`src/rtl/serial_comparator_n_pkg.sv`:
```
//------------------------------------------------------------------------------
// serial_comparator_n_pkg : FSM state and result encodings for the comparator
// Revision: 1.0
//------------------------------------------------------------------------------
`default_nettype none

package serial_comparator_n_pkg;

   typedef enum logic [1:0] {
      ST_IDLE    = 2'd0,
      ST_COMPARE = 2'd1,
      ST_DONE    = 2'd2
   } state_t;

   typedef enum logic [1:0] {
      RES_EQ = 2'd0,
      RES_GT = 2'd1,
      RES_LT = 2'd2
   } result_t;

endpackage

`default_nettype wire

```
`src/rtl/serial_comparator_n_digit.sv`:
```
//------------------------------------------------------------------------------
// comparator_digit : combinational unsigned compare of one DIGIT-bit slice
// Revision: 1.0
//------------------------------------------------------------------------------
`default_nettype none

module comparator_digit #(
   parameter int DIGIT = 2
) (
   input  logic [DIGIT-1:0] a,
   input  logic [DIGIT-1:0] b,
   output logic             gt,
   output logic             lt
);

   assign gt = (a > b);
   assign lt = (a < b);

endmodule

`default_nettype wire

```
`src/rtl/serial_comparator_n.sv`:
```
//------------------------------------------------------------------------------
// serial_comparator_n : digit-serial magnitude comparator, MSB digit first
// Revision: 1.0
//------------------------------------------------------------------------------
`default_nettype none

module serial_comparator_n
   import serial_comparator_n_pkg::*;
#(
   parameter  int WIDTH      = 8,
   parameter  int DIGIT      = 2,
   parameter  int EARLY_EXIT = 1,
   localparam int NDIG       = WIDTH / DIGIT,
   localparam int CW         = $clog2(NDIG) + 1
) (
   input  logic             clk,
   input  logic             rst_n,
   input  logic             inValid,
   output logic             inReady,
   input  logic [WIDTH-1:0] a,
   input  logic [WIDTH-1:0] b,
   input  logic             signedMode,
   output logic             outValid,
   input  logic             outReady,
   output logic             gt,
   output logic             eq,
   output logic             lt,
   output logic [CW-1:0]    cycles
);

   localparam logic [CW-1:0] C_LAST_DIG = CW'(NDIG - 1);

   state_t           r_state;
   result_t          r_res;
   logic [WIDTH-1:0] r_opA;
   logic [WIDTH-1:0] r_opB;
   logic [CW-1:0]    r_cnt;
   logic [CW-1:0]    r_cycles;
   logic             r_inReady;
   logic             r_outValid;
   logic             r_gt;
   logic             r_eq;
   logic             r_lt;

   logic             w_digGt;
   logic             w_digLt;
   logic             w_lastDig;
   logic             w_stop;

   comparator_digit #(
      .DIGIT (DIGIT)
   ) u_digit (
      .a  (r_opA[WIDTH-1 -: DIGIT]),
      .b  (r_opB[WIDTH-1 -: DIGIT]),
      .gt (w_digGt),
      .lt (w_digLt)
   );

   assign w_lastDig = (r_cnt == C_LAST_DIG);
   assign w_stop    = w_lastDig || ((EARLY_EXIT != 0) && (w_digGt || w_digLt));

   always_ff @(posedge clk or negedge rst_n) begin
      if (!rst_n) begin
         r_state    <= ST_IDLE;
         r_res      <= RES_EQ;
         r_opA      <= '0;
         r_opB      <= '0;
         r_cnt      <= '0;
         r_cycles   <= '0;
         r_inReady  <= 1'b1;
         r_outValid <= 1'b0;
         r_gt       <= 1'b0;
         r_eq       <= 1'b0;
         r_lt       <= 1'b0;
      end else begin
         case (r_state)
            ST_IDLE: begin
               if (inValid && r_inReady) begin
                  // Flipping the sign bits maps two's complement onto unsigned order.
                  r_opA     <= {a[WIDTH-1] ^ signedMode, a[WIDTH-2:0]};
                  r_opB     <= {b[WIDTH-1] ^ signedMode, b[WIDTH-2:0]};
                  r_cnt     <= '0;
                  r_res     <= RES_EQ;
                  r_inReady <= 1'b0;
                  r_state   <= ST_COMPARE;
               end
            end
            ST_COMPARE: begin
               r_opA <= r_opA << DIGIT;
               r_opB <= r_opB << DIGIT;
               r_cnt <= r_cnt + CW'(1);
               if (r_res == RES_EQ) begin
                  if (w_digGt)      r_res <= RES_GT;
                  else if (w_digLt) r_res <= RES_LT;
               end
               if (w_stop) r_state <= ST_DONE;
            end
            ST_DONE: begin
               // First DONE cycle presents the result; r_cnt already equals digits examined.
               if (!r_outValid) begin
                  r_outValid <= 1'b1;
                  r_gt       <= (r_res == RES_GT);
                  r_eq       <= (r_res == RES_EQ);
                  r_lt       <= (r_res == RES_LT);
                  r_cycles   <= r_cnt;
               end else if (outReady) begin
                  r_outValid <= 1'b0;
                  r_gt       <= 1'b0;
                  r_eq       <= 1'b0;
                  r_lt       <= 1'b0;
                  r_inReady  <= 1'b1;
                  r_state    <= ST_IDLE;
               end
            end
            default: begin
               r_state   <= ST_IDLE;
               r_inReady <= 1'b1;
            end
         endcase
      end
   end

   assign inReady  = r_inReady;
   assign outValid = r_outValid;
   assign gt       = r_gt;
   assign eq       = r_eq;
   assign lt       = r_lt;
   assign cycles   = r_cycles;

endmodule

`default_nettype wire

```
`config.mk`:
```
export PLATFORM = sky130hd
export DESIGN_NAME = serial_comparator_n
export DESIGN_NICKNAME = d
export VERILOG_FILES = /design/src/rtl/serial_comparator_n_pkg.sv /design/src/rtl/serial_comparator_n_digit.sv /design/src/rtl/serial_comparator_n.sv
export SDC_FILE = /design/constraint.sdc
export NUM_CORES = 1
export LEC_CHECK = 0
export CAP_MARGIN = 10
export CORE_MARGIN = 2
export CORE_UTILIZATION = 50
export CTS_BUF_LIST = sky130_fd_sc_hd__clkbuf_8
export CTS_CLUSTER_DIAMETER = 100
export DETAILED_ROUTE_END_ITERATION = 7
export MAX_ROUTING_LAYER = met4
export PLACE_DENSITY = 0.86
export SLEW_MARGIN = 20
export SYNTH_ARGS = -nofsm -noshare
export SYNTH_HDL_FRONTEND = slang
export SYNTH_SLANG_ARGS = --single-unit
export TNS_END_PERCENT = 20
```
`constraint.sdc`:
```
create_clock -name clk -period 1.7 [get_ports clk]
set_clock_uncertainty 0.05 [all_clocks]
set_input_delay 0.425 -clock clk [delete_from_list [all_inputs] [get_ports clk]]
set_output_delay 0.425 -clock clk [all_outputs]
set_load 0.02 [all_outputs]
```
==> insert_results.sql <==
INSERT INTO impl_metrics (metric_group, metric, value, unit) VALUES
('status', 'status', 'finished clean', ''),
('min_path', 'timing.hold.worst_endpoint', 'eq$_DFFE_PN0P_', ''),
('placed_design', 'dp_cells', '186', ''),
('synthesis', 'synth_area', '1440', 'um^2'),
('timing', 'setup_violations', '0', ''),
('global_routing', 'grt_first_pass_wirelength', '5.12', 'mm'),
('synthesis', 'synthArstFlopShare', '1.00', ''),
('power_and_ir_drop', 'power.ir.vdd_worst', '0.000972', 'V'),
('power_and_ir_drop', 'switching_share', '0.323', ''),
('timing', 'final_period_util', '0.945', ''),
('global_routing', 'grt_antenna_before_repair', '0', ''),
('clocking', 'ctsResizeCount', '8', ''),
('layout', 'nFillCells', '226', ''),
('timing', 'period_needed', '1.61', 'ns'),
('routing', 'via_count', '1115', ''),
('power_and_ir_drop', 'power.sequential.fraction', '0.483', ''),
('power_and_ir_drop', 'finalPower', '0.00246', 'W'),
('critical_path', 'critical_path.reg2reg.endpoint', 'r_opA[1]$_DFFE_PN0P_', ''),
('critical_path', 'cp_max_fo', '2', ''),
('clocking', 'cts_buffers', '5', ''),
('critical_path', 'start_kind', 'register', ''),
('routing', 'viasPerCell', '5.75', ''),
('timing', 'fin_hold_ws', '0.441', 'ns'),
('power_and_ir_drop', 'internal-power', '0.00166', 'W'),
('clocking', 'tritoncts_clock_tree', 'built', ''),
('synthesis', 'synth_cell_type_count', '31', ''),
('routing', 'drt_wl_total', '2.90', 'mm'),
('layout', 'layout-drive-gt1-share', '0.123', ''),
('critical_path', 'timing.critical_path.from', 'inReady$_DFFE_PN1P_', ''),
('layout', 'finish.instance_area', '1850', 'um^2'),
('synthesis', 'synth_top_area_frac', '0.521', ''),
('synthesis', 'postSynthAreaPerCell', '11.3', 'um^2'),
('critical_path', 'timing.critical_path.slowest_cell_delay', '0.53', 'ns'),
('synthesis', 'synth.yosys.warnings', '0', ''),
('placed_design', 'place_area', '1780', 'um^2'),
('timing', 'tightestPinTransition', '0.432', 'ns'),
('timing', 'unrepaired_setup_endpoints_after_global_routing', 'no', ''),
('critical_path', 'worst-endpoint-required', '1.22', 'ns'),
('clocking', 'clock_sinks', '31', ''),
('critical_path', 'r2r_start', 'inReady$_DFFE_PN1P_', ''),
('synthesis', 'synth_area_leaders', 'dfrtp_1 (52%), o21ai_0 (7.3%), mux2i_1 (7.0%)', ''),
('clocking', 'post_cts_buffers', '0', ''),
('layout', 'p_r_area_growth_vs_syn', '28.7', '%'),
('floorplanning', 'total_die_area', '3330', 'um^2'),
('clocking', 'htree_levels', '2', ''),
('floorplanning', 'total_i_o_pin_count', '29', ''),
('critical_path', 'critical_path_class', 'register to output port', ''),
('min_path', 'hold_class', 'register to register', ''),
('clocking', 'worst_setup_hold_path_clk_slew', '0.06', 'ns'),
('timing', 'timing.final.hold_violations', '0', ''),
('critical_path', 'timing.critical_path.arrival', '1.13', 'ns'),
('global_routing', 'pin_count_of_the_biggest_net_entering_global_routing', '32', ''),
('power_and_ir_drop', 'p_sw', '0.000793', 'W'),
('routing', 'drt_pre_antenna_iters', '4', ''),
('layout', 'nNetsFinal', '187', ''),
('critical_path', 'cpLargestDelayFamily', 'flip-flops', ''),
('synthesis', 'synth_top_cell_by_area', 'dfrtp_1', ''),
('floorplanning', 'fp.dieW', '57.7', 'um'),
('routing', 'drt.antenna.violating_nets', '0', ''),
('timing', 'drv_slew', '0', ''),
('critical_path', 'reg2reg_slack', '0.16', 'ns'),
('placed_design', 'place.gp.congestion', '0.818', ''),
('routing', 'drcViolationCount', '0', ''),
('layout', 'final_cell_count_no_fill', '194', ''),
('global_routing', 'grt_usage', '0.210', ''),
('synthesis', 'synth_enable_flop_cells', '0', ''),
('synthesis', 'synth_sequential_area_ratio', '0.540', ''),
('layout', 'insertedDiodeCount', '0', ''),
('floorplanning', 'die_h', '57.7', 'um'),
('floorplanning', 'fp.coreArea', '2760', 'um^2'),
('placed_design', 'dp_hpwl', '2.13', 'mm');
-- cell usage in the layout, fill, tap and decap left out, types with 2 or more instances in the layout --
master and n:
dfrtp_1 30, o21ai_0 21, clkdlybuf4s50_1 20, mux2i_1 10, inv_1 9, dlygate4sd2_1 8
o21ai_1 7, a22o_1 6, buf_4 6, clkbuf_8 5, nor2b_1 4, nand2_1 4
ha_1 4, mux2_2 3, a32o_1 3, nor3_1 2, a22oi_1 2, nor2_1 2
a21oi_1 2
-- through the flow --
step | setup WS [ns] | util
floorplan | 0.173 | -
global placement | -0.159 | 0.646
detailed placement | -0.193 | 0.646
CTS | 0.0825 | 0.672
global route | 0.0435 | 0.672
finish | 0.0939 | 0.672
-- layer usage --
layer / share of wire / wire [um] / global-route usage / vias up
li1: - / - / - / 532
met2: 0.53 / 1540 / 0.357 / 33
met1: 0.40 / 1170 / 0.237 / 545
met3: 0.050 / 144 / 0.0692 / 5
met5: 0 / 0 / - / -
met4: 0.015 / 44 / 0.0598 / 0
-- registers in the layout (all words and copies together) (netlist names) --
signal and cells:
r_opA 8, r_opB 8, cycles 3, r_cnt 3, r_res 2, r_state 2, eq 1, gt 1
inReady 1, lt 1, outValid 1
-- cell type report --
type                            count  area (um^2)  share of cell area
Sequential cell                    31          777               0.419
Multi-Input combinational cell     82          594               0.321
Timing Repair Buffer               35          335               0.181
Clock buffer                        5         68.8              0.0371
Inverter                            7         26.3              0.0142
Tap cell                           31         38.8              0.0209
Clock inverter                      3         12.5             0.00675
-- cell families after synthesis --
| family | count (synthesis) | share of synthesized area |
|---|---|---|
| buffers and inverters | 15 | 0.0478 |
| AOI/OAI and AO/OA | 46 | 0.201 |
| DFF | 31 | 0.540 |
| and+or+nand+nor | 17 | 0.0721 |
| adders and majority gates | 4 | 0.0348 |
| xor gates and xnor gates | 2 | 0.0122 |
| muxes | 13 | 0.0930 |
-- worst max-delay path by stage --
stage | slack [ns] | cells after the start | end
floorplan | 0.17 | 4 | r_opA[7]$_DFFE_PN0P_
global placement | -0.16 | 5 | r_cnt[1]$_DFFE_PN0P_
detailed placement | -0.19 | 5 | r_opA[1]$_DFFE_PN0P_
CTS | 0.08 | 1 | inReady
global route | 0.04 | 5 | r_opB[0]$_DFFE_PN0P_
finish | 0.09 | 1 | inReady
-- power groups by stage --
stage	registers, W	logic (W)	clock network [W]
after detailed placement	0.00120	0.000787	0
after global routing	0.00123	0.000833	0.000576
after CTS	0.00119	0.000742	0.000542
after global placement	0.00119	0.000746	0
after floorplan	0.00125	0.000395	0
final	0.00119	0.000734	0.000535
(Power assumes the default switching activity.)
